===== src/rtl/picobello_tg_launcher.sv =====
// Picobello traffic-generator launcher.
//
// Drives the AXI4 host port of fpga_picobello_top in place of a host CPU. On an accepted command it
// programs one traffic generator (five config writes), reads the control register, writes the
// start bit (keeping ctrl[7]), then polls the control register until the idle bit ctrl[2] is set.
// Completion is reported with a one-cycle done pulse plus a held error flag and failing step.
//
// Ports:
//   clk_i, rst_ni         clock, asynchronous active-low reset
//   cmd_valid_i/ready_o   command handshake (ready only while idle)
//   cmd_*_i               TG base address, memory base, traffic/compute dims, index
//   axi_req_o/axi_rsp_i   host AXI4 request/response structs
//   busy_o, done_o        busy from acceptance until done; one-cycle completion pulse
//   err_o, err_step_o     status of the last command and the step that failed
//   poll_count_o          idle-poll reads issued by the last command (saturating)

package picobello_tg_launcher_pkg;

  localparam int unsigned HostAddrWidth = 48;
  localparam int unsigned HostDataWidth = 64;
  localparam int unsigned HostIdWidth   = 4;
  localparam int unsigned HostUserWidth = 1;

  typedef struct packed {
    logic [HostIdWidth-1:0]   id;
    logic [HostAddrWidth-1:0] addr;
    logic [7:0]               len;
    logic [2:0]               size;
    logic [1:0]               burst;
    logic                     lock;
    logic [3:0]               cache;
    logic [2:0]               prot;
    logic [3:0]               qos;
    logic [3:0]               region;
    logic [5:0]               atop;
    logic [HostUserWidth-1:0] user;
  } host_aw_chan_t;

  typedef struct packed {
    logic [HostDataWidth-1:0]   data;
    logic [HostDataWidth/8-1:0] strb;
    logic                       last;
    logic [HostUserWidth-1:0]   user;
  } host_w_chan_t;

  typedef struct packed {
    logic [HostIdWidth-1:0]   id;
    logic [1:0]               resp;
    logic [HostUserWidth-1:0] user;
  } host_b_chan_t;

  typedef struct packed {
    logic [HostIdWidth-1:0]   id;
    logic [HostAddrWidth-1:0] addr;
    logic [7:0]               len;
    logic [2:0]               size;
    logic [1:0]               burst;
    logic                     lock;
    logic [3:0]               cache;
    logic [2:0]               prot;
    logic [3:0]               qos;
    logic [3:0]               region;
    logic [HostUserWidth-1:0] user;
  } host_ar_chan_t;

  typedef struct packed {
    logic [HostIdWidth-1:0]   id;
    logic [HostDataWidth-1:0] data;
    logic [1:0]               resp;
    logic                     last;
    logic [HostUserWidth-1:0] user;
  } host_r_chan_t;

  typedef struct packed {
    host_aw_chan_t aw;
    logic          aw_valid;
    host_w_chan_t  w;
    logic          w_valid;
    logic          b_ready;
    host_ar_chan_t ar;
    logic          ar_valid;
    logic          r_ready;
  } host_req_t;

  typedef struct packed {
    logic         aw_ready;
    logic         ar_ready;
    logic         w_ready;
    logic         b_valid;
    host_b_chan_t b;
    logic         r_valid;
    host_r_chan_t r;
  } host_rsp_t;

endpackage

module picobello_tg_launcher #(
  parameter int unsigned AddrWidth    = 48,
  parameter int unsigned DataWidth    = 64,
  parameter int unsigned PollInterval = 64,
  parameter int unsigned PollTimeout  = 4096,
  parameter type axi_req_t = picobello_tg_launcher_pkg::host_req_t,
  parameter type axi_rsp_t = picobello_tg_launcher_pkg::host_rsp_t
) (
  input  logic                 clk_i,
  input  logic                 rst_ni,
  input  logic                 cmd_valid_i,
  output logic                 cmd_ready_o,
  input  logic [AddrWidth-1:0] cmd_tg_base_i,
  input  logic [31:0]          cmd_mem_base_i,
  input  logic [31:0]          cmd_traffic_dim_i,
  input  logic [31:0]          cmd_compute_dim_i,
  input  logic [31:0]          cmd_idx_i,
  output axi_req_t             axi_req_o,
  input  axi_rsp_t             axi_rsp_i,
  output logic                 busy_o,
  output logic                 done_o,
  output logic                 err_o,
  output logic [2:0]           err_step_o,
  output logic [15:0]          poll_count_o
);

  localparam logic [2:0] AxSize    = 3'($clog2(DataWidth / 8));
  localparam logic [1:0] BurstIncr = 2'b01;
  localparam logic [1:0] RespOkay  = 2'b00;
  localparam int unsigned WaitWidth = (PollInterval > 1) ? $clog2(PollInterval) : 1;

  typedef enum logic [2:0] {
    StIdle, StWrReq, StWrResp, StRdReq, StRdResp, StPollWait, StDone
  } state_e;

  state_e                 state_q, state_d;
  logic [2:0]             step_q, step_d;
  logic [AddrWidth-1:0]   tg_base_q, tg_base_d;
  logic [31:0]            mem_base_q, mem_base_d;
  logic [31:0]            traffic_q, traffic_d;
  logic [31:0]            compute_q, compute_d;
  logic [31:0]            idx_q, idx_d;
  logic [31:0]            ctrl_q, ctrl_d;
  logic                   aw_done_q, aw_done_d;
  logic                   w_done_q, w_done_d;
  logic [15:0]            poll_cnt_q, poll_cnt_d;
  logic [WaitWidth-1:0]   wait_cnt_q, wait_cnt_d;
  logic                   err_q, err_d;
  logic [2:0]             err_step_q, err_step_d;

  logic [7:0]             offset;
  logic [31:0]            wdata;
  logic [AddrWidth-1:0]   addr;
  logic                   aw_fire, w_fire;

  // Whole response is folded here so unread fields (ids, user, upper data) do not warn.
  logic unused_rsp;
  assign unused_rsp = ^axi_rsp_i;

  // Register offset and write payload of the current step.
  always_comb begin
    offset = 8'h00;
    wdata  = 32'h0;
    case (step_q)
      3'd0: begin offset = 8'h10; wdata = mem_base_q; end
      3'd1: begin offset = 8'h1C; wdata = mem_base_q; end
      3'd2: begin offset = 8'h28; wdata = traffic_q;  end
      3'd3: begin offset = 8'h34; wdata = compute_q;  end
      3'd4: begin offset = 8'h40; wdata = idx_q;      end
      // Start bit plus the preserved ctrl[7] from the step-5 read.
      3'd6: wdata = (ctrl_q & 32'h80) | 32'h1;
      default: ;
    endcase
  end

  assign addr    = tg_base_q + AddrWidth'(offset);
  assign aw_fire = (state_q == StWrReq) && !aw_done_q && axi_rsp_i.aw_ready;
  assign w_fire  = (state_q == StWrReq) && !w_done_q && axi_rsp_i.w_ready;

  always_comb begin
    state_d    = state_q;
    step_d     = step_q;
    tg_base_d  = tg_base_q;
    mem_base_d = mem_base_q;
    traffic_d  = traffic_q;
    compute_d  = compute_q;
    idx_d      = idx_q;
    ctrl_d     = ctrl_q;
    aw_done_d  = aw_done_q;
    w_done_d   = w_done_q;
    poll_cnt_d = poll_cnt_q;
    wait_cnt_d = wait_cnt_q;
    err_d      = err_q;
    err_step_d = err_step_q;
    axi_req_o  = '0;

    unique case (state_q)
      StIdle: begin
        if (cmd_valid_i) begin
          tg_base_d  = cmd_tg_base_i;
          mem_base_d = cmd_mem_base_i;
          traffic_d  = cmd_traffic_dim_i;
          compute_d  = cmd_compute_dim_i;
          idx_d      = cmd_idx_i;
          step_d     = 3'd0;
          err_d      = 1'b0;
          err_step_d = 3'd0;
          poll_cnt_d = 16'd0;
          aw_done_d  = 1'b0;
          w_done_d   = 1'b0;
          state_d    = StWrReq;
        end
      end

      StWrReq: begin
        axi_req_o.aw_valid   = !aw_done_q;
        axi_req_o.aw.addr    = addr;
        axi_req_o.aw.size    = AxSize;
        axi_req_o.aw.burst   = BurstIncr;
        axi_req_o.w_valid    = !w_done_q;
        axi_req_o.w.data     = DataWidth'(wdata);
        axi_req_o.w.strb     = '1;
        axi_req_o.w.last     = 1'b1;
        if ((aw_done_q || aw_fire) && (w_done_q || w_fire)) begin
          aw_done_d = 1'b0;
          w_done_d  = 1'b0;
          state_d   = StWrResp;
        end else begin
          aw_done_d = aw_done_q || aw_fire;
          w_done_d  = w_done_q || w_fire;
        end
      end

      StWrResp: begin
        axi_req_o.b_ready = 1'b1;
        if (axi_rsp_i.b_valid) begin
          if (axi_rsp_i.b.resp != RespOkay) begin
            err_d      = 1'b1;
            err_step_d = step_q;
            state_d    = StDone;
          end else if (step_q == 3'd6) begin
            step_d  = 3'd7;
            state_d = StRdReq;
          end else if (step_q == 3'd4) begin
            step_d  = 3'd5;
            state_d = StRdReq;
          end else begin
            step_d  = step_q + 3'd1;
            state_d = StWrReq;
          end
        end
      end

      StRdReq: begin
        axi_req_o.ar_valid = 1'b1;
        axi_req_o.ar.addr  = addr;
        axi_req_o.ar.size  = AxSize;
        axi_req_o.ar.burst = BurstIncr;
        if (axi_rsp_i.ar_ready) begin
          state_d = StRdResp;
        end
      end

      StRdResp: begin
        axi_req_o.r_ready = 1'b1;
        if (axi_rsp_i.r_valid) begin
          if ((step_q == 3'd7) && (poll_cnt_q != 16'hFFFF)) begin
            poll_cnt_d = poll_cnt_q + 16'd1;
          end
          if (axi_rsp_i.r.resp != RespOkay) begin
            err_d      = 1'b1;
            err_step_d = step_q;
            state_d    = StDone;
          end else begin
            ctrl_d = axi_rsp_i.r.data[31:0];
            if (step_q == 3'd5) begin
              step_d  = 3'd6;
              state_d = StWrReq;
            end else if (axi_rsp_i.r.data[2]) begin
              state_d = StDone;
            end else begin
              wait_cnt_d = '0;
              state_d    = StPollWait;
            end
          end
        end
      end

      StPollWait: begin
        if ((PollTimeout != 0) && (32'(poll_cnt_q) >= PollTimeout)) begin
          err_d      = 1'b1;
          err_step_d = 3'd7;
          state_d    = StDone;
        end else if (wait_cnt_q == WaitWidth'(PollInterval - 1)) begin
          state_d = StRdReq;
        end else begin
          wait_cnt_d = wait_cnt_q + 1'b1;
        end
      end

      StDone: state_d = StIdle;

      default: state_d = StIdle;
    endcase
  end

  always_ff @(posedge clk_i or negedge rst_ni) begin
    if (!rst_ni) begin
      state_q    <= StIdle;
      step_q     <= 3'd0;
      tg_base_q  <= '0;
      mem_base_q <= 32'h0;
      traffic_q  <= 32'h0;
      compute_q  <= 32'h0;
      idx_q      <= 32'h0;
      ctrl_q     <= 32'h0;
      aw_done_q  <= 1'b0;
      w_done_q   <= 1'b0;
      poll_cnt_q <= 16'd0;
      wait_cnt_q <= '0;
      err_q      <= 1'b0;
      err_step_q <= 3'd0;
    end else begin
      state_q    <= state_d;
      step_q     <= step_d;
      tg_base_q  <= tg_base_d;
      mem_base_q <= mem_base_d;
      traffic_q  <= traffic_d;
      compute_q  <= compute_d;
      idx_q      <= idx_d;
      ctrl_q     <= ctrl_d;
      aw_done_q  <= aw_done_d;
      w_done_q   <= w_done_d;
      poll_cnt_q <= poll_cnt_d;
      wait_cnt_q <= wait_cnt_d;
      err_q      <= err_d;
      err_step_q <= err_step_d;
    end
  end

  assign cmd_ready_o  = (state_q == StIdle);
  assign busy_o       = (state_q != StIdle);
  assign done_o       = (state_q == StDone);
  assign err_o        = err_q;
  assign err_step_o   = err_step_q;
  assign poll_count_o = poll_cnt_q;

endmodule


===== config.mk =====
export PLATFORM = sky130hd
export DESIGN_NAME = picobello_tg_launcher
export DESIGN_NICKNAME = d
export VERILOG_FILES = /design/src/rtl/picobello_tg_launcher.sv
export SDC_FILE = /design/constraint.sdc
export NUM_CORES = 1
export LEC_CHECK = 0
export ABC_AREA = 1
export BUFFER_PORTS_ARGS = -buffer_cell sky130_fd_sc_hd__buf_2
export CORE_AREA = 2 2 209 211
export CTS_BUF_LIST = sky130_fd_sc_hd__clkbuf_4 sky130_fd_sc_hd__clkbuf_8
export DETAILED_ROUTE_END_ITERATION = 10
export DIE_AREA = 0 0 211 213
export PLACE_DENSITY = 0.55
export SKIP_CTS_REPAIR_TIMING = 1
export SLEW_MARGIN = 0
export SYNTH_ARGS = -nofsm -noshare
export SYNTH_HDL_FRONTEND = slang
export SYNTH_SLANG_ARGS = --single-unit

===== constraint.sdc =====
create_clock -name clk_i -period 8.91 [get_ports clk_i]
set_input_delay 0.4455 -clock clk_i [delete_from_list [all_inputs] [get_ports clk_i]]
set_output_delay 0.4455 -clock clk_i [all_outputs]
set_load 0.1 [all_outputs]

==> qor.txt <==
===============================================================================================
Final count of pins violating max slew ...........................................            0
Leakage dissipation ..............................................................     7.707 nW
Peak ir drop on the vdd network ..................................................    0.2602 mV
Sum of negative setup slack ......................................................         0 ps
Count of flip-flops with a built-in enable after synthesis .......................            0
Number of antenna violations at the first check in global routing ................           12
Yosys reg bits ...................................................................          211
Data arrival time at the worst-slack endpoint ....................................      4940 ps
HPWL Detailed ....................................................................     31.22 mm
Critical path data required time .................................................      8460 ps
Count of input and output buffers ................................................          360
Outcome .......................................................................... finished clean
Starting Density .................................................................       29.62%
Setup-violating endpoint count in the final report ...............................            0
Length in cells of the worst reg-to-reg path .....................................            7
Min Tclk post-route ..............................................................      5381 ps
Per-cell routed wire length ......................................................     17.06 um
Filler cells .....................................................................        4,539
Share of the synthesized area in the top cell type ...............................       41.74%
Portion of the post-synthesis area used by sequential elements ...................       41.74%
Cells taking the most area after synthesis ....................................... sky130_fd_sc_hd__dfrtp_1, sky130_fd_sc_hd__nand2_1, sky130_fd_sc_hd__mux2_1
Max Clock Skew ...................................................................     16.55 ps
Maximum number of pins on one net before global-route repair .....................           79
Synthesized area divided by synthesized cell count ...............................    8.427 um2
Gate Count Post-Synth ............................................................        1,501
FF-to-FF setup slack .............................................................      5610 ps
Final weighted congestion in routability-driven placement ........................       0.9293
Clock tree from TritonCTS ........................................................          yes
Worst slack at placement .........................................................      4057 ps
Cell chosen for the clock root ................................................... sky130_fd_sc_hd__clkbuf_8
Placement row count ..............................................................           76
P&R area growth vs syn ...........................................................       20.93%
Final core utilization ...........................................................       35.83%
Clock net sink count .............................................................          211
Maximum achievable frequency .....................................................   0.1858 GHz
Residual DRC .....................................................................            0
Largest area contributor in the netlist .......................................... sky130_fd_sc_hd__dfrtp_1
Least-Margin Pin Slew ............................................................      1007 ps
Type of element launching the critical path ......................................    flip-flop
Largest buffer count on any clock path ...........................................            3
Slew Limit Headroom ..............................................................       32.63%
Number of violations reported at the end of detailed-routing iteration 0 .........          470
Die boundary width ...............................................................       211 um
Number of vias per cell after detailed routing ...................................        4.618
Total core area ..................................................................  0.04270 mm2
Post-route ant nets ..............................................................            0
I/O pin cnt ......................................................................          535
Classification of the worst setup path ...........................................      reg2out
Type of the most critical hold path ..............................................       in2reg
Number of endpoints with negative hold slack in the final report .................            0
Max-cap check violation count ....................................................            0
Final Net Count ..................................................................        2,124
Clock latency on the worst-skew pair .............................................       570 ps
Dominant register cell in the synthesized netlist ................................ sky130_fd_sc_hd__dfrtp_1
Remaining Overflow, GRT ..........................................................            0
YS warnings ......................................................................            0
Overall global routing resource usage ............................................       18.10%
Period Utilization, post-route ...................................................       60.39%
Power density of the placed cells ................................................ 445.5 mW/mm2
Worst-path maximum fanout ........................................................           34
FFs w/ async S/R, synth ..........................................................       100.0%
Depth of the worst hold-timing path ..............................................            2
Fraction of final layout cells sized beyond drive strength 1 .....................       27.49%
Deepest level of the CTS H-tree ..................................................            2
TritonRoute pass-1 iters .........................................................            6
Count of vias placed by the detailed router ......................................       11,171
Most repeated cell in the gate-level netlist after synthesis ..................... sky130_fd_sc_hd__nand2_1
Crit end category ................................................................ primary output
Clock input transition at the sequential cells of the worst setup and hold paths .        60 ps
Die boundary height ..............................................................       213 um
Unrepaired setup endpoints after global routing ..................................        false
First-pass GRT wire length .......................................................     61.83 mm
TritonCTS Buffers ................................................................           41
Final worst slack ................................................................      3529 ps
Vias in the first global route ...................................................       10,783
Area of the die ..................................................................  0.04494 mm2
List of most frequent post-synthesis cells ....................................... sky130_fd_sc_hd__nand2_1, sky130_fd_sc_hd__nor2_1, sky130_fd_sc_hd__dfrtp_1, sky130_fd_sc_hd__buf_4, sky130_fd_sc_hd__mux2_1
Post-detailed-routing wire length ................................................     41.26 mm
Synth unique cells ...............................................................           38
Summed instance area of the synthesized netlist ..................................  0.01265 mm2
===============================================================================================
==> final timing paths <==
kind | from | end
min in group asynchronous | rst_ni | compute_q[8]$_DFFE_PN0P_
max in group asynchronous | rst_ni | idx_q[5]$_DFFE_PN0P_
min reg2reg | traffic_q[31]$_DFFE_PN0P_ | traffic_q[31]$_DFFE_PN0P_
min | cmd_tg_base_i[2] | tg_base_q[2]$_DFFE_PN0P_
max | step_q[0]$_DFFE_PN0P_ | axi_req_o[64]
max reg2reg | state_q[1]$_DFFE_PN0P_ | compute_q[21]$_DFFE_PN0P_
==> cell type report <==
class                   count  area (um2)  area share (%)
diodes                      3       7.507         0.04908
clock buffers              60       794.5           5.194
clock inverters             7       67.56          0.4417
inverters                  84       316.6           2.070
multi-input cells        1138        6257           40.91
flip-flops and latches    211        5280           34.52
well taps                 546       683.2           4.466
repair buffers            370        1889           12.35
==> cells in the final DEF, fill, tap and decap left out, types with 3 or more instances in the layout <==
master and instances:
sky130_fd_sc_hd__clkinv_2 4, sky130_fd_sc_hd__nor2_1 239, sky130_fd_sc_hd__inv_1 78, sky130_fd_sc_hd__clkbuf_8 55, sky130_fd_sc_hd__conb_1 101, sky130_fd_sc_hd__ha_1 13
sky130_fd_sc_hd__nand2_1 395, sky130_fd_sc_hd__buf_2 359, sky130_fd_sc_hd__nand4_1 17, sky130_fd_sc_hd__o21bai_1 3, sky130_fd_sc_hd__inv_2 4, sky130_fd_sc_hd__dfrtp_1 211
sky130_fd_sc_hd__clkbuf_4 5, sky130_fd_sc_hd__buf_4 9, sky130_fd_sc_hd__diode_2 3, sky130_fd_sc_hd__mux2_2 58, sky130_fd_sc_hd__a41oi_1 30, sky130_fd_sc_hd__xnor2_1 9
sky130_fd_sc_hd__nand3b_1 7, sky130_fd_sc_hd__xor2_1 28, sky130_fd_sc_hd__o21ai_0 18, sky130_fd_sc_hd__clkinvlp_4 3, sky130_fd_sc_hd__a21oi_1 39, sky130_fd_sc_hd__nand3_1 53
sky130_fd_sc_hd__mux2_1 100, sky130_fd_sc_hd__nand2_2 5
==> power by group <==
part | internal, mW | switching (mW)
clock network | 0.596 | 0.440
logic | 0.876 | 3.17
registers | 1.40 | 0.323
total | 2.88 | 3.94
==> layer usage <==
metal | vias up | global-route usage (%) | share of wire [%]
met5 | - | 0 | 0.21
met4 | 12 | 4.735 | 2.1
met3 | 71 | 5.957 | 8.0
met2 | 426 | 32.72 | 50
met1 | 5313 | 20.42 | 39
li1 | 5349 | - | -
==> stage by stage <==
| stage | area [um2] | power, mW | instances | hold WS, ps |
|---|---|---|---|---|
| detailed placement | 14420 | 5.849 | 2348 | 464.5 |
| floorplan | 13020 | 5.063 | 1601 | 149.9 |
| global route | 15290 | 7.247 | 2417 | 23.63 |
| global placement | 14420 | 5.804 | 2348 | 462.3 |
| CTS | 15280 | 6.926 | 2415 | -175.0 |
| finish | 15300 | 6.815 | 2419 | 65.08 |
==> sequential cells by signal (all words and copies together) (netlist names), 6 cells and up <==
name	cells
wait_cnt_q	6
traffic_q	32
tg_base_q	48
poll_count_o	16
compute_q	32
idx_q	32
mem_base_q	32
==> cells by family (layout without fill, tap and decap cells) <==
family,count (synthesis),in the layout,synth area share [%]
other,1,104,0.02965
muxes,158,158,14.07
DFF,211,211,41.74
adders and majority gates,15,15,1.543
and+or+nand+nor,725,725,22.91
AOI/OAI and AO/OA,102,102,5.243
xor gates and xnor gates,37,37,2.562
buffers and inverters,252,521,11.90
==> worst max-delay path, cell delays in order, from the launching register on <==
cell                      delay, ps
sky130_fd_sc_hd__dfrtp_1        450
sky130_fd_sc_hd__ha_1           270
sky130_fd_sc_hd__ha_2           820
sky130_fd_sc_hd__a21oi_1        130
sky130_fd_sc_hd__nor2_1         250
sky130_fd_sc_hd__ha_1           280
sky130_fd_sc_hd__inv_1           70
sky130_fd_sc_hd__fa_1           400
sky130_fd_sc_hd__inv_1          140
sky130_fd_sc_hd__nand3_1         80
sky130_fd_sc_hd__nand3_1        210
sky130_fd_sc_hd__nand2_1         80
sky130_fd_sc_hd__nand2_1        380
sky130_fd_sc_hd__nand3_1        120
sky130_fd_sc_hd__nand2_1         90
sky130_fd_sc_hd__nand2_1         60
sky130_fd_sc_hd__nor2_1          80
sky130_fd_sc_hd__buf_2          430
No activity file was read; power rests on OpenSTA's default activity.
